### src/rtl/fifo_rd_pkg.sv
// Shared definitions for the FIFO read-side packer: count-width derivation
// and the default packed-beat type.
package fifo_rd_pkg;

    localparam int DSIZE_DEF = 32'd8;
    localparam int PACK_DEF  = 32'd4;

    // Width needed to hold a word count in the range 0..pack.
    function automatic int cntw_f(input int pack);
        return $clog2(pack + 32'd1);
    endfunction

    typedef logic [PACK_DEF-1:0][DSIZE_DEF-1:0] beat_t;

endpackage

### src/rtl/fifo_rd_packer.sv
// Read-domain drain stage: pops FIFO words, packs PACK of them into one wide
// beat and presents it on a valid/ready stream; flush emits a partial beat.
module fifo_rd_packer
    import fifo_rd_pkg::*;
#(
    parameter int  DSIZE = 32'd8,
    parameter int  PACK  = 32'd4,
    localparam int CNTW  = cntw_f(PACK)
) (
    input  logic                  rclk,
    input  logic                  rrst_n,
    input  logic                  rempty,
    input  logic [DSIZE-1:0]      rdata,
    output logic                  rinc,
    input  logic                  flush,
    output logic                  flush_busy,
    output logic                  m_valid,
    input  logic                  m_ready,
    output logic [DSIZE*PACK-1:0] m_data,
    output logic [CNTW-1:0]       m_words
);

    typedef logic [PACK-1:0][DSIZE-1:0] slots_t;

    localparam logic [CNTW-1:0] CNT_ZERO  = {CNTW{1'b0}};
    localparam logic [CNTW-1:0] CNT_ONE   = CNTW'(32'd1);
    localparam logic [CNTW-1:0] CNT_LAST  = CNTW'(PACK - 32'd1);
    localparam logic [CNTW-1:0] CNT_FULL  = CNTW'(PACK);
    localparam logic [CNTW:0]   FILL_FULL = (CNTW + 1)'(PACK);

    logic [CNTW-1:0] cnt_r;
    logic            infl_r;
    logic            fpend_r;
    slots_t          pack_r;
    logic            m_valid_r;
    slots_t          m_data_r;
    logic [CNTW-1:0] m_words_r;

    logic            out_free_s;
    logic [CNTW:0]   fill_s;
    logic [CNTW-1:0] cnt_nxt_s;
    logic            fpend_nxt_s;
    slots_t          pack_nxt_s;
    logic            load_s;
    slots_t          load_data_s;
    logic [CNTW-1:0] load_words_s;

    // A word in flight counts against capacity; the last slot may only be
    // requested when the output register can take the finished beat.
    assign out_free_s = !m_valid_r || m_ready;
    assign fill_s     = {1'b0, cnt_r} + {{CNTW{1'b0}}, infl_r};
    assign rinc       = rrst_n && !rempty && !fpend_r &&
                        ((fill_s < FILL_FULL) || ((fill_s == FILL_FULL) && out_free_s));

    // Next-state for the pack register, word count, flush flag and output load.
    always_comb begin
        pack_nxt_s   = pack_r;
        cnt_nxt_s    = cnt_r;
        fpend_nxt_s  = fpend_r || flush;
        load_s       = 1'b0;
        load_data_s  = pack_r;
        load_words_s = cnt_r;
        if (infl_r) begin
            for (int i = 0; i < PACK; i++) begin
                if (cnt_r == CNTW'(i)) begin
                    pack_nxt_s[i] = rdata;
                end else begin
                    pack_nxt_s[i] = pack_r[i];
                end
            end
            if ((cnt_r == CNT_LAST) && out_free_s) begin
                load_s       = 1'b1;
                load_data_s  = pack_nxt_s;
                load_words_s = CNT_FULL;
                cnt_nxt_s    = CNT_ZERO;
            end else begin
                cnt_nxt_s = cnt_r + CNT_ONE;
            end
        end else if (cnt_r == CNT_FULL) begin
            if (out_free_s) begin
                load_s       = 1'b1;
                load_data_s  = pack_r;
                load_words_s = CNT_FULL;
                cnt_nxt_s    = CNT_ZERO;
                fpend_nxt_s  = fpend_r ? 1'b0 : flush;
            end else begin
                cnt_nxt_s = cnt_r;
            end
        end else if (fpend_r) begin
            if (cnt_r == CNT_ZERO) begin
                fpend_nxt_s = 1'b0;
            end else if (out_free_s) begin
                load_s       = 1'b1;
                load_words_s = cnt_r;
                cnt_nxt_s    = CNT_ZERO;
                fpend_nxt_s  = 1'b0;
                for (int i = 0; i < PACK; i++) begin
                    load_data_s[i] = (CNTW'(i) < cnt_r) ? pack_r[i] : {DSIZE{1'b0}};
                end
            end else begin
                fpend_nxt_s = 1'b1;
            end
        end else begin
            cnt_nxt_s = cnt_r;
        end
    end

    // Pack register, word count, in-flight and flush-pending state.
    always_ff @(posedge rclk or negedge rrst_n) begin
        if (!rrst_n) begin
            pack_r  <= {(DSIZE*PACK){1'b0}};
            cnt_r   <= CNT_ZERO;
            infl_r  <= 1'b0;
            fpend_r <= 1'b0;
        end else begin
            pack_r  <= pack_nxt_s;
            cnt_r   <= cnt_nxt_s;
            infl_r  <= rinc;
            fpend_r <= fpend_nxt_s;
        end
    end

    // Output beat register; a new load wins over the consumer draining it.
    always_ff @(posedge rclk or negedge rrst_n) begin
        if (!rrst_n) begin
            m_valid_r <= 1'b0;
            m_data_r  <= {(DSIZE*PACK){1'b0}};
            m_words_r <= CNT_ZERO;
        end else if (load_s) begin
            m_valid_r <= 1'b1;
            m_data_r  <= load_data_s;
            m_words_r <= load_words_s;
        end else if (m_ready) begin
            m_valid_r <= 1'b0;
        end else begin
            m_valid_r <= m_valid_r;
        end
    end

    assign m_valid    = m_valid_r;
    assign m_data     = m_data_r;
    assign m_words    = m_words_r;
    assign flush_busy = fpend_r;

endmodule

### config.mk
export PLATFORM = sky130hd
export DESIGN_NAME = fifo_rd_packer
export DESIGN_NICKNAME = d
export VERILOG_FILES = /design/src/rtl/fifo_rd_pkg.sv /design/src/rtl/fifo_rd_packer.sv
export SDC_FILE = /design/constraint.sdc
export NUM_CORES = 1
export LEC_CHECK = 0
export ABC_AREA = 1
export CAP_MARGIN = 20
export CORE_ASPECT_RATIO = 1.5
export CORE_MARGIN = 10
export CORE_UTILIZATION = 60
export CTS_BUF_LIST = sky130_fd_sc_hd__clkbuf_8 sky130_fd_sc_hd__clkbuf_16
export CTS_CLUSTER_SIZE = 40
export DETAILED_ROUTE_END_ITERATION = 12
export MAX_ROUTING_LAYER = met4
export PLACE_DENSITY = 0.86
export SETUP_SLACK_MARGIN = 0.02
export SYNTH_ARGS = -nofsm -noshare
export SYNTH_HDL_FRONTEND = slang
export SYNTH_SLANG_ARGS = --single-unit
### constraint.sdc
create_clock -name rclk -period 3.9 [get_ports rclk]
set_input_delay 0.585 -clock rclk [delete_from_list [all_inputs] [get_ports rclk]]
set_output_delay 0.585 -clock rclk [all_outputs]
set_load 0.02 [all_outputs]
Word level (Yosys, flattened, before mapping)
Index checks and enable logic that the tools add are counted.
Word-level totals
  output and inout bits: 38
  register bits: 73
  word-level logic and storage cells: 80
  input bits: 13
Operators by class
  mux-type cells: 39
  equal/unequal tests: 6
  add/sub/neg operators: 2
  order comparisons: 5
  reductions and logical operators: 15
Operators with widths (count)
  $mux W32: 6
  $mux W8: 8
  $mux W3: 10
  $mux W1: 15
  $eq A3 B2 Y1 const B: 2
  $lt A1 B3 Y1 const A: 2
  $lt A2 B3 Y1 const A: 2
  $logic_and A1 B1 Y1: 5
  $add A3 B1 Y4: 1
  $eq A4 B3 Y1 const B: 1
  $lt A4 B3 Y1 const B: 1
  $add A3 B1 Y3 const B: 1
  $eq A3 B1 Y1 const B: 1
  $eq A3 B3 Y1 const B: 1
  $logic_not A1 Y1: 3
  $logic_not A3 Y1: 1
  $logic_or A1 B1 Y1: 3
  $ne A3 B2 Y1 const B: 1
  $reduce_bool A3 Y1: 1
  $reduce_and A2 Y1: 1
  $reduce_bool A2 Y1: 1

Depth between registers and ports, before layout
Gate-level depths: netlist (run 1).
  depth in word-level cells: 8
  gate-level depth with buffers: 11
  gate-level depth less buffers: 10

Worst setup path before layout (run 1)
Ideal clock, no wire load.
  path type: register -> output
  start: reg cnt_r[0]
  end: out rinc
  data arrival time: 1354 ps
  required time: 3315 ps
  setup slack: 1961 ps
  stages on the path, launching flop included: 6
  path buffers: 0
  path through: dfrtp_1 > ha_1 > ha_1 > o31ai_1 > nand3_1 > inv_1
Between the ends
  longest elaborated chain between the ends: 5
  elaborated cells between the ends (all ways): 6
  those cells by class: 1 x add/sub; 1 x order compare; 1 x eq/ne; 3 x reduce/logical
Ends and longest elaborated chain
  from (decl): RTL line fifo_rd_packer.sv:31  | logic [CNTW-1:0] cnt_r;
  from (signal assigned): RTL line fifo_rd_packer.sv:117  | cnt_r <= cnt_nxt_s;
  $add A3 B1 Y4 *: RTL line fifo_rd_packer.sv:51  | assign fill_s = {1'b0, cnt_r} + {{CNTW{1'b0}}, infl_r};
  branches (longest 2 deep; another with $lt A4 B3 Y1)
  $logic_or A1 B1 Y1 *: RTL line fifo_rd_packer.sv:53  | ((fill_s < FILL_FULL) || ((fill_s == FILL_FULL) && out_free_s));
  $logic_and A1 B1 Y1 *: RTL line fifo_rd_packer.sv:52  | assign rinc = rrst_n && !rempty && !fpend_r &&
  to (decl): RTL line fifo_rd_packer.sv:14  | output logic rinc,
Mark *: on every way between the ends.

Worst setup path after layout (run 1)
  start: in m_ready
  end: out rinc
Between the ends
  longest elaborated chain between the ends: 4
Ends and longest elaborated chain
  from (decl): RTL line fifo_rd_packer.sv:18  | input logic m_ready,
  $logic_or A1 B1 Y1: RTL line fifo_rd_packer.sv:50  | assign out_free_s = !m_valid_r || m_ready;
  $logic_and A1 B1 Y1: RTL line fifo_rd_packer.sv:53
  $logic_or A1 B1 Y1: RTL line fifo_rd_packer.sv:53
  $logic_and A1 B1 Y1: RTL line fifo_rd_packer.sv:52
Every way passes these cells.

==> metrics.md, run 1 <==
| Metric | Value |
|---|---|
| WS Path Type | in -> out |
| EDFF count, synth | 0 |
| Final RePlAce weighted congestion | 0.907 |
| Number of clock sinks | 73 |
| Pin count of the biggest net entering global routing | 77 |
| Worst IR Drop VDD | 0.608 mV |
| Final-layout setup total negative slack | 0 ns |
| Die Footprint | 10200 sq um |
| Post-CTS Repair Setup Buffers | 0 |
| Routed Antenna Nets | 0 |
| Cell count after placement | 654 |
| Starting utilization of the core area | 62.6% |
| Later-pin clock latency in the skew report | 0.35 ns |
| Clock input transition at the sequential cells of the worst setup and hold paths | 0.08 ns |
| Drt total wl | 9210 um |
| Area share of the largest cell type after synthesis | 47.0% |
| Adder-cell area share of the yosys netlist | 1.61% |
| Xor/xnor share of the synthesized area | 0.225% |
| Cell Area, Synth | 3890 sq um |
| Overall global routing resource usage | 19.0% |
| Number of nets at the end of the flow | 609 |
| Number of buffers added by the clock tree synthesis step | 9 |
| Post-synth top flop | sky130_fd_sc_hd__dfrtp_1 |
| Critical path capture point type | output pin |
| Area fraction in compound gates after synthesis | 9.42% |
| Async set-or-reset flop fraction in the synthesized netlist | 100% |
| Cell-by-cell trace of the critical path | clkdlybuf4s50_1 -> inv_1 -> nand2_2 -> inv_1 -> o31ai_1 -> nand3_1 -> inv_1 -> clkdlybuf4s50_1 |
| Critical path peak fanout | 19 |
| Total count of hold-check failures in the final report | 0 |
| Width of the die | 85.7 um |
| Power consumption | 3.69 mW |
| Leading cell types by total area after synthesis | sky130_fd_sc_hd__dfrtp_1 (47%), sky130_fd_sc_hd__nand2_1 (18%), sky130_fd_sc_hd__nor2_1 (11%), sky130_fd_sc_hd__o21ai_0 (6.4%), sky130_fd_sc_hd__inv_1 (4.3%) |
| Most instantiated library cell after synthesis | sky130_fd_sc_hd__nand2_1 |
| Max-slew violation total from the final report | 0 |
| Placement-stage worst setup slack | 0.826 ns |
| Max_cap viols | 0 |
| Antenna violations before repair | 0 |
| Layout Skew | 0.00950 ns |
| Main combinational cell family by area after synthesis | simple AND/OR/NAND/NOR gates |
| Number of placed I/O pins | 51 |
| Final critical-path setup slack | 0.835 ns |
| Sequential cell area fraction in the yosys report | 47.0% |
| Post-synthesis simple-gate area fraction | 33.8% |
| Synthesis-to-finish area growth | 17.3% |
| Number of design-rule violations left by the first detailed-router iteration | 324 |
| Portion of the clock cycle consumed by the worst path in the final layout | 78.6% |
| Routed via count | 3515 |
| Post-Syn Nets | 569 |
| Number of DRC violations after detailed routing | 0 |
| Class of the tightest hold or removal check | in -> async |
| Data arrival time of the critical path | 2.48 ns |
| Number of iterations in the first detailed-routing pass | 4 |
| Detailed Place HPWL | 6300 um |
| Gr ovfl total | 0 |
| Resized Gates After CTS | 0 |
| CTS tree | done |
| Layout cell share with drive strength beyond 1 | 4.70% |
| Clock period minus final worst setup slack | 3.06 ns |
| Count of buffers inserted at the top-level ports | 50 |
| Average wire length per cell after detail routing | 13.7 um |
| Critical Path Source Type | input port |
| Total buffers and inverters traversed by the critical path | 5 |
| Row count | 35 |
| Total power divided by cell area | 809 nW/um^2 |
| Number of global-route vias before repair | 3437 |
| Overall die height | 119 um |
| Cell type with the largest total area after synthesis | sky130_fd_sc_hd__dfrtp_1 |
| Number of buffers inserted by hold repair at cts | 0 |
| Kind of cell adding the most delay to the critical path | buffers and inverters |
| Global-route wire length before repair | 15800 um |
| Count of cell types in the netlist | 25 |
| Setup violators final | 0 |
| Yosys warning total | 0 |
| Vias per Instance | 5.25 |
| Largest stage delay, worst path | 0.60 ns |
| Setup repair after global routing missed its margin | false |
| Yosys reg bits | 73 |
| Non-filler instance count after layout | 670 |
| CTS H-tree depth | 3 |
| Clock Tree Buf Depth | 2 |
| Outcome | finished clean |
| Library cell contributing the largest single delay on the critical path | sky130_fd_sc_hd__clkdlybuf4s50_1 |
| Number of cells produced by synthesis | 551 |
| Clk Tree Root Cell | sky130_fd_sc_hd__clkbuf_8 |
| Antenna diode count | 0 |
| Cell types with the highest counts after synthesis | sky130_fd_sc_hd__nand2_1 (186), sky130_fd_sc_hd__nor2_1 (112), sky130_fd_sc_hd__dfrtp_1 (73) |
| Upper clock frequency limit | 0.326 GHz |
| Most numerous cell on the critical path | sky130_fd_sc_hd__inv_1 |
| Headroom to the max-slew limit | 39.0% |
| Critical path required time | 3.31 ns |
| Leakage power of the design | 2.30 nW |
| Placeable Area | 6220 sq um |
| Portion of netlist area occupied by mux cells | 0% |
| Pin slew with the least headroom to its limit | 0.915 ns |
| Average cell area after synthesis | 7.06 sq um |
## where the power goes
group / internal, mW / total, mW / switching (mW)
combinational: 0.685 / 1.82 / 1.13
sequential: 1.09 / 1.28 / 0.197
clock: 0.294 / 0.589 / 0.295
total: 2.06 / 3.69 / 1.62
## routing by layer
| layer | track usage [%] | up-vias | part of all wire [%] |
|---|---|---|---|
| met5 | - | - | 0 |
| met3 | 5.70 | 18 | 6.4 |
| met4 | 8.16 | 0 | 2.6 |
| met2 | 29.8 | 105 | 49 |
| met1 | 21.9 | 1607 | 42 |
| li1 | - | 1785 | - |
## final timing paths
path                                   startpoint                endpoint  slack, ns  cells past startpoint
setup / recovery                          m_ready                    rinc       0.84                      8
setup reg to reg                 infl_r$_DFF_PN0_  m_data[29]$_DFFE_PN0P_       1.15                      6
hold / removal                             rrst_n  m_words[1]$_DFFE_PN0P_       0.48                      2
max in group asynchronous                  rrst_n        infl_r$_DFF_PN0_       2.80                      2
hold reg to reg            m_data[12]$_DFFE_PN0P_  m_data[12]$_DFFE_PN0P_       0.49                      2
min in group rclk          m_data[12]$_DFFE_PN0P_  m_data[12]$_DFFE_PN0P_       0.49                      2
## stage by stage
step	utilization, %	instance area, sq um	hold slack [ns]
final	73.4	4560	0.482
after detailed placement	70.2	4370	0.477
after floorplan	-	3890	0.289
after CTS	73.4	4560	0.495
after global placement	70.2	4370	0.465
after global routing	73.4	4560	0.539
## sequential cells by signal (all words and copies together), names as in the netlist
| signal | cells |
|---|---|
| m_data | 32 |
| pack_r | 32 |
| cnt_r | 3 |
| m_words | 3 |
| flush_busy | 1 |
| infl_r | 1 |
| m_valid | 1 |
## final cells by class
| class | instances | area [sq um] |
|---|---|---|
| timing repair buffer | 53 | 518 |
| inverter | 47 | 176 |
| fill | 519 | 1660 |
| clock buffer | 9 | 124 |
| clock inverter | 7 | 71.3 |
| tap | 74 | 92.6 |
| multi-input combinational | 407 | 1750 |
| sequential | 73 | 1830 |
## layout by cell type, fill, tap and decap left out, types with 3 or more instances in the layout
cell type	Yosys	layout
sky130_fd_sc_hd__dfrtp_1	73	72
sky130_fd_sc_hd__clkdlybuf4s50_1	0	49
sky130_fd_sc_hd__clkinvlp_4	0	3
sky130_fd_sc_hd__inv_1	45	45
sky130_fd_sc_hd__nand2_1	186	186
sky130_fd_sc_hd__ha_1	5	5
sky130_fd_sc_hd__clkbuf_8	0	9
sky130_fd_sc_hd__a21oi_1	8	8
sky130_fd_sc_hd__o21ai_0	50	50
sky130_fd_sc_hd__nor2_1	112	112
sky130_fd_sc_hd__buf_4	3	3
sky130_fd_sc_hd__nand4_1	4	4
sky130_fd_sc_hd__nand3_1	21	21
sky130_fd_sc_hd__o21ai_1	11	11
## cells by family (layout without fill, tap and decap cells)
| family | count (synthesis) | in the layout |
|---|---|---|
| buffers and inverters | 71 | 116 |
| AOI/OAI and AO/OA | 72 | 72 |
| and+or+nand+nor | 329 | 329 |
| DFF | 73 | 73 |
| adders and majority gates | 5 | 5 |
| xor gates and xnor gates | 1 | 1 |
Note: power is estimated with default switching activity, not from simulation.
==> run 2: changes to the inputs <==
--- a/config.mk
+++ b/config.mk
@@ -9,12 +9,12 @@
 export CAP_MARGIN = 20
 export CORE_ASPECT_RATIO = 1.5
 export CORE_MARGIN = 10
-export CORE_UTILIZATION = 60
+export CORE_UTILIZATION = 55
 export CTS_BUF_LIST = sky130_fd_sc_hd__clkbuf_8 sky130_fd_sc_hd__clkbuf_16
 export CTS_CLUSTER_SIZE = 40
 export DETAILED_ROUTE_END_ITERATION = 12
 export MAX_ROUTING_LAYER = met4
-export PLACE_DENSITY = 0.86
+export PLACE_DENSITY = 0.8
 export SETUP_SLACK_MARGIN = 0.02
 export SYNTH_ARGS = -nofsm -noshare
 export SYNTH_HDL_FRONTEND = slang
==> constraint.sdc (replaced) <==
create_clock -name rclk -period 3.1 [get_ports rclk]
set_input_delay 0.465 -clock rclk [delete_from_list [all_inputs] [get_ports rclk]]
set_output_delay 0.465 -clock rclk [all_outputs]
set_load 0.02 [all_outputs]
==> run 2 against run 1 <==
Sequential cell count unchanged. Sequential share of layout area increased by 0.17 points. Global-route usage decreased by 1.1 points. Critical endpoint unchanged. Register-to-register slack got worse by 0.44 ns. Highest routed layer unchanged. Final cell count increased by 0.30%. Critical path type is now reg -> out. Total power increased by 23%.
==> metrics.md, run 2 (synthesized netlist as in run 1, its figures left out) <==
| Metric | Value |
|---|---|
| Worst IR Drop VDD | 0.508 mV (was 0.608 mV) |
| Resized Gates After CTS | 0 (unchanged) |
| Library cell contributing the largest single delay on the critical path | sky130_fd_sc_hd__clkdlybuf4s50_1 (unchanged) |
| Launch point of the worst path | cnt_r[0]$_DFFE_PN0P_ (was m_ready) |
| Total buffers and inverters traversed by the critical path | 2 (was 5) |
| Commonest non-fill, non-tap cell in the layout | sky130_fd_sc_hd__nand2_1 (unchanged) |
| Final-layout setup total negative slack | 0 ns (unchanged) |
| Upper clock frequency limit | 0.353 GHz |
| Leakage power of the design | 2.30 nW (about the same) |
| Destination of the worst register-to-register timing path | m_words[1]$_DFFE_PN0P_ (was m_data[29]$_DFFE_PN0P_) |
| Clk Tree Root Cell | sky130_fd_sc_hd__clkbuf_8 (unchanged) |
| Cell-by-cell trace of the critical path | ha_1 -> ha_1 -> o31ai_1 -> nand3_1 -> inv_1 -> clkdlybuf4s50_1 (was clkdlybuf4s50_1 -> inv_1 -> nand2_2 -> inv_1 -> o31ai_1 -> nand3_1 -> inv_1 -> clkdlybuf4s50_1) |
| Kind of cell adding the most delay to the critical path | buffers and inverters (unchanged) |
| Pin count of the biggest net entering global routing | 77 (unchanged) |
| Clock input transition at the sequential cells of the worst setup and hold paths | 0.07 ns (was 0.08 ns) |
| Count of buffers inserted at the top-level ports | 50 (unchanged) |
| Width of the die | 88.7 um (was 85.7 um) |
| Synthesis-to-finish area growth | 16.8% (was 17.3%) |
| Max_cap viols | 0 (unchanged) |
| Critical path required time | 2.63 ns (was 3.31 ns) |
| Global-route wire length before repair | 15300 um (was 15800 um) |
| Max-slew violation total from the final report | 0 (unchanged) |
| Critical path peak fanout | 5 (was 19) |
| Capture point of the critical path | rinc (unchanged) |
| Clock Tree Buf Depth | 2 (unchanged) |
| Routed Antenna Nets | 0 (unchanged) |
| Overall global routing resource usage | 18.0% (was 19.0%) |
| Average wire length per cell after detail routing | 13.5 um (was 13.7 um) |
| Row count | 37 (was 35) |
| Number of nets at the end of the flow | 611 (was 609) |
| Number of clock sinks | 73 (unchanged) |
| R2R depth | 7 (was 6) |
| Gr ovfl total | 0 (unchanged) |
| Count of cell instances traversed by the critical path | 6 (was 8) |
| Beginning of the worst register-to-register path | infl_r$_DFF_PN0_ (unchanged) |
| WS Path Type | reg -> out (was in -> out) |
| Vias per Instance | 5.21 (was 5.25) |
| Post-CTS Repair Setup Buffers | 0 (unchanged) |
| CTS H-tree depth | 3 (unchanged) |
| Layout cell share with drive strength beyond 1 | 4.38% (was 4.70%) |
| Met3 wire length | 411 um (was 588 um) |
| Critical path capture point type | output pin (unchanged) |
| Portion of the clock cycle consumed by the worst path in the final layout | 91.4% |
| Routed via count | 3503 (was 3515) |
| Detailed Place HPWL | 6360 um (was 6300 um) |
| Non-filler instance count after layout | 672 (was 670) |
| Critical Path Source Type | flip-flop (was input port) |
| Later-pin clock latency in the skew report | 0.36 ns (was 0.35 ns) |
| Commonest cells after routing, fill and taps aside | sky130_fd_sc_hd__nand2_1 (186), sky130_fd_sc_hd__nor2_1 (112), sky130_fd_sc_hd__dfrtp_1 (72) (unchanged) |
| Number of buffers added by the clock tree synthesis step | 9 (unchanged) |
| Setup violators final | 0 (unchanged) |
| Overall die height | 123 um (was 119 um) |
| Number of iterations in the first detailed-routing pass | 4 (unchanged) |
| Largest stage delay, worst path | 0.61 ns (was 0.60 ns) |
| Total count of hold-check failures in the final report | 0 (unchanged) |
| Top routing layer used | met4 (unchanged) |
| Clock period minus final worst setup slack | 2.83 ns |
| Placeable Area | 6900 sq um (was 6220 sq um) |
| Setup repair after global routing missed its margin | false (unchanged) |
| Most numerous cell on the critical path | sky130_fd_sc_hd__ha_1 (was sky130_fd_sc_hd__inv_1) |
| Total power divided by cell area | 1000 nW/um^2 (was 809 nW/um^2) |
| Pin slew with the least headroom to its limit | 0.904 ns (was 0.915 ns) |
| Number of buffers inserted by hold repair at cts | 0 (unchanged) |
| Power consumption | 4.55 mW (was 3.69 mW) |
| Reg2Reg Setup Slack | 0.71 ns (was 1.15 ns) |
| Number of global-route vias before repair | 3297 (was 3437) |
| Cell count after placement | 660 (was 654) |
| Final hold slack | 0.347 ns (was 0.482 ns) |
| Drt total wl | 9090 um (was 9210 um) |
| Cell Area, Placed | 4390 sq um (was 4370 sq um) |
| Number of design-rule violations left by the first detailed-router iteration | 308 (was 324) |
| Starting utilization of the core area | 56.4% (was 62.6%) |
| Metal2 WL | 4530 um (about the same) |
| Antenna diode count | 0 (unchanged) |
| CTS tree | done (unchanged) |
| Headroom to the max-slew limit | 39.7% (was 39.0%) |
| Met1 wire length | 3980 um (was 3850 um) |
| Die Footprint | 10900 sq um (was 10200 sq um) |
| Final RePlAce weighted congestion | 0.891 (was 0.907) |
| Outcome | finished clean (unchanged) |
| Post-route design area | 4540 sq um (was 4560 sq um) |
| Class of the tightest hold or removal check | in -> async (unchanged) |
| Number of DRC violations after detailed routing | 0 (unchanged) |
| Layout Skew | 0.00561 ns (was 0.00950 ns) |
| Antenna violations before repair | 0 (unchanged) |
| Data arrival time of the critical path | 2.37 ns (was 2.48 ns) |
| Number of placed I/O pins | 51 (unchanged) |
==> run 2: worst min path at each step <==
stage,from,to,slack (ns),depth (start not counted)
final,rrst_n,m_data[19]$_DFFE_PN0P_,0.35,2
after global routing,rrst_n,cnt_r[2]$_DFFE_PN0P_,0.42,2
after CTS,rrst_n,infl_r$_DFF_PN0_,0.38,2
after detailed placement,m_data[10]$_DFFE_PN0P_,m_data[10]$_DFFE_PN0P_,0.47,2
after global placement,m_data[9]$_DFFE_PN0P_,m_data[9]$_DFFE_PN0P_,0.47,2
after floorplan,rrst_n,cnt_r[0]$_DFFE_PN0P_,0.17,0
==> run 2: through the flow <==
| step | setup WS (ns) | util, % |
|---|---|---|
| 6_report | 0.268 | 65.9 |
| 3_3_place_gp | 0.611 | 63.6 |
| 5_1_grt | 0.179 | 65.9 |
| 2_1_floorplan | 1.28 | - |
| 3_5_place_dp | 0.575 | 63.6 |
| 4_1_cts | 0.257 | 65.9 |
==> run 2: per-layer routing <==
layer	track usage [%]	vias up
met5	-	-
met3	4.48	15
met4	6.09	0
li1	-	1787
met2	29.9	72
met1	20.5	1629
==> run 2: final cells by class <==
cell class              instances  area [sq um]
clock buffers                  11           151
clock inverters                 1          5.00
fillers                       639          2350
inverters                      47           176
multi-input cells             407          1750
flip-flops and latches         73          1830
well taps                      78          97.6
repair buffers                 55           533
==> run 2: power by group <==
part | switching (mW) | internal, mW
Clock | 0.328 | 0.315
Sequential | 0.252 | 1.37
Combinational | 1.42 | 0.869
Total | 2.00 | 2.55
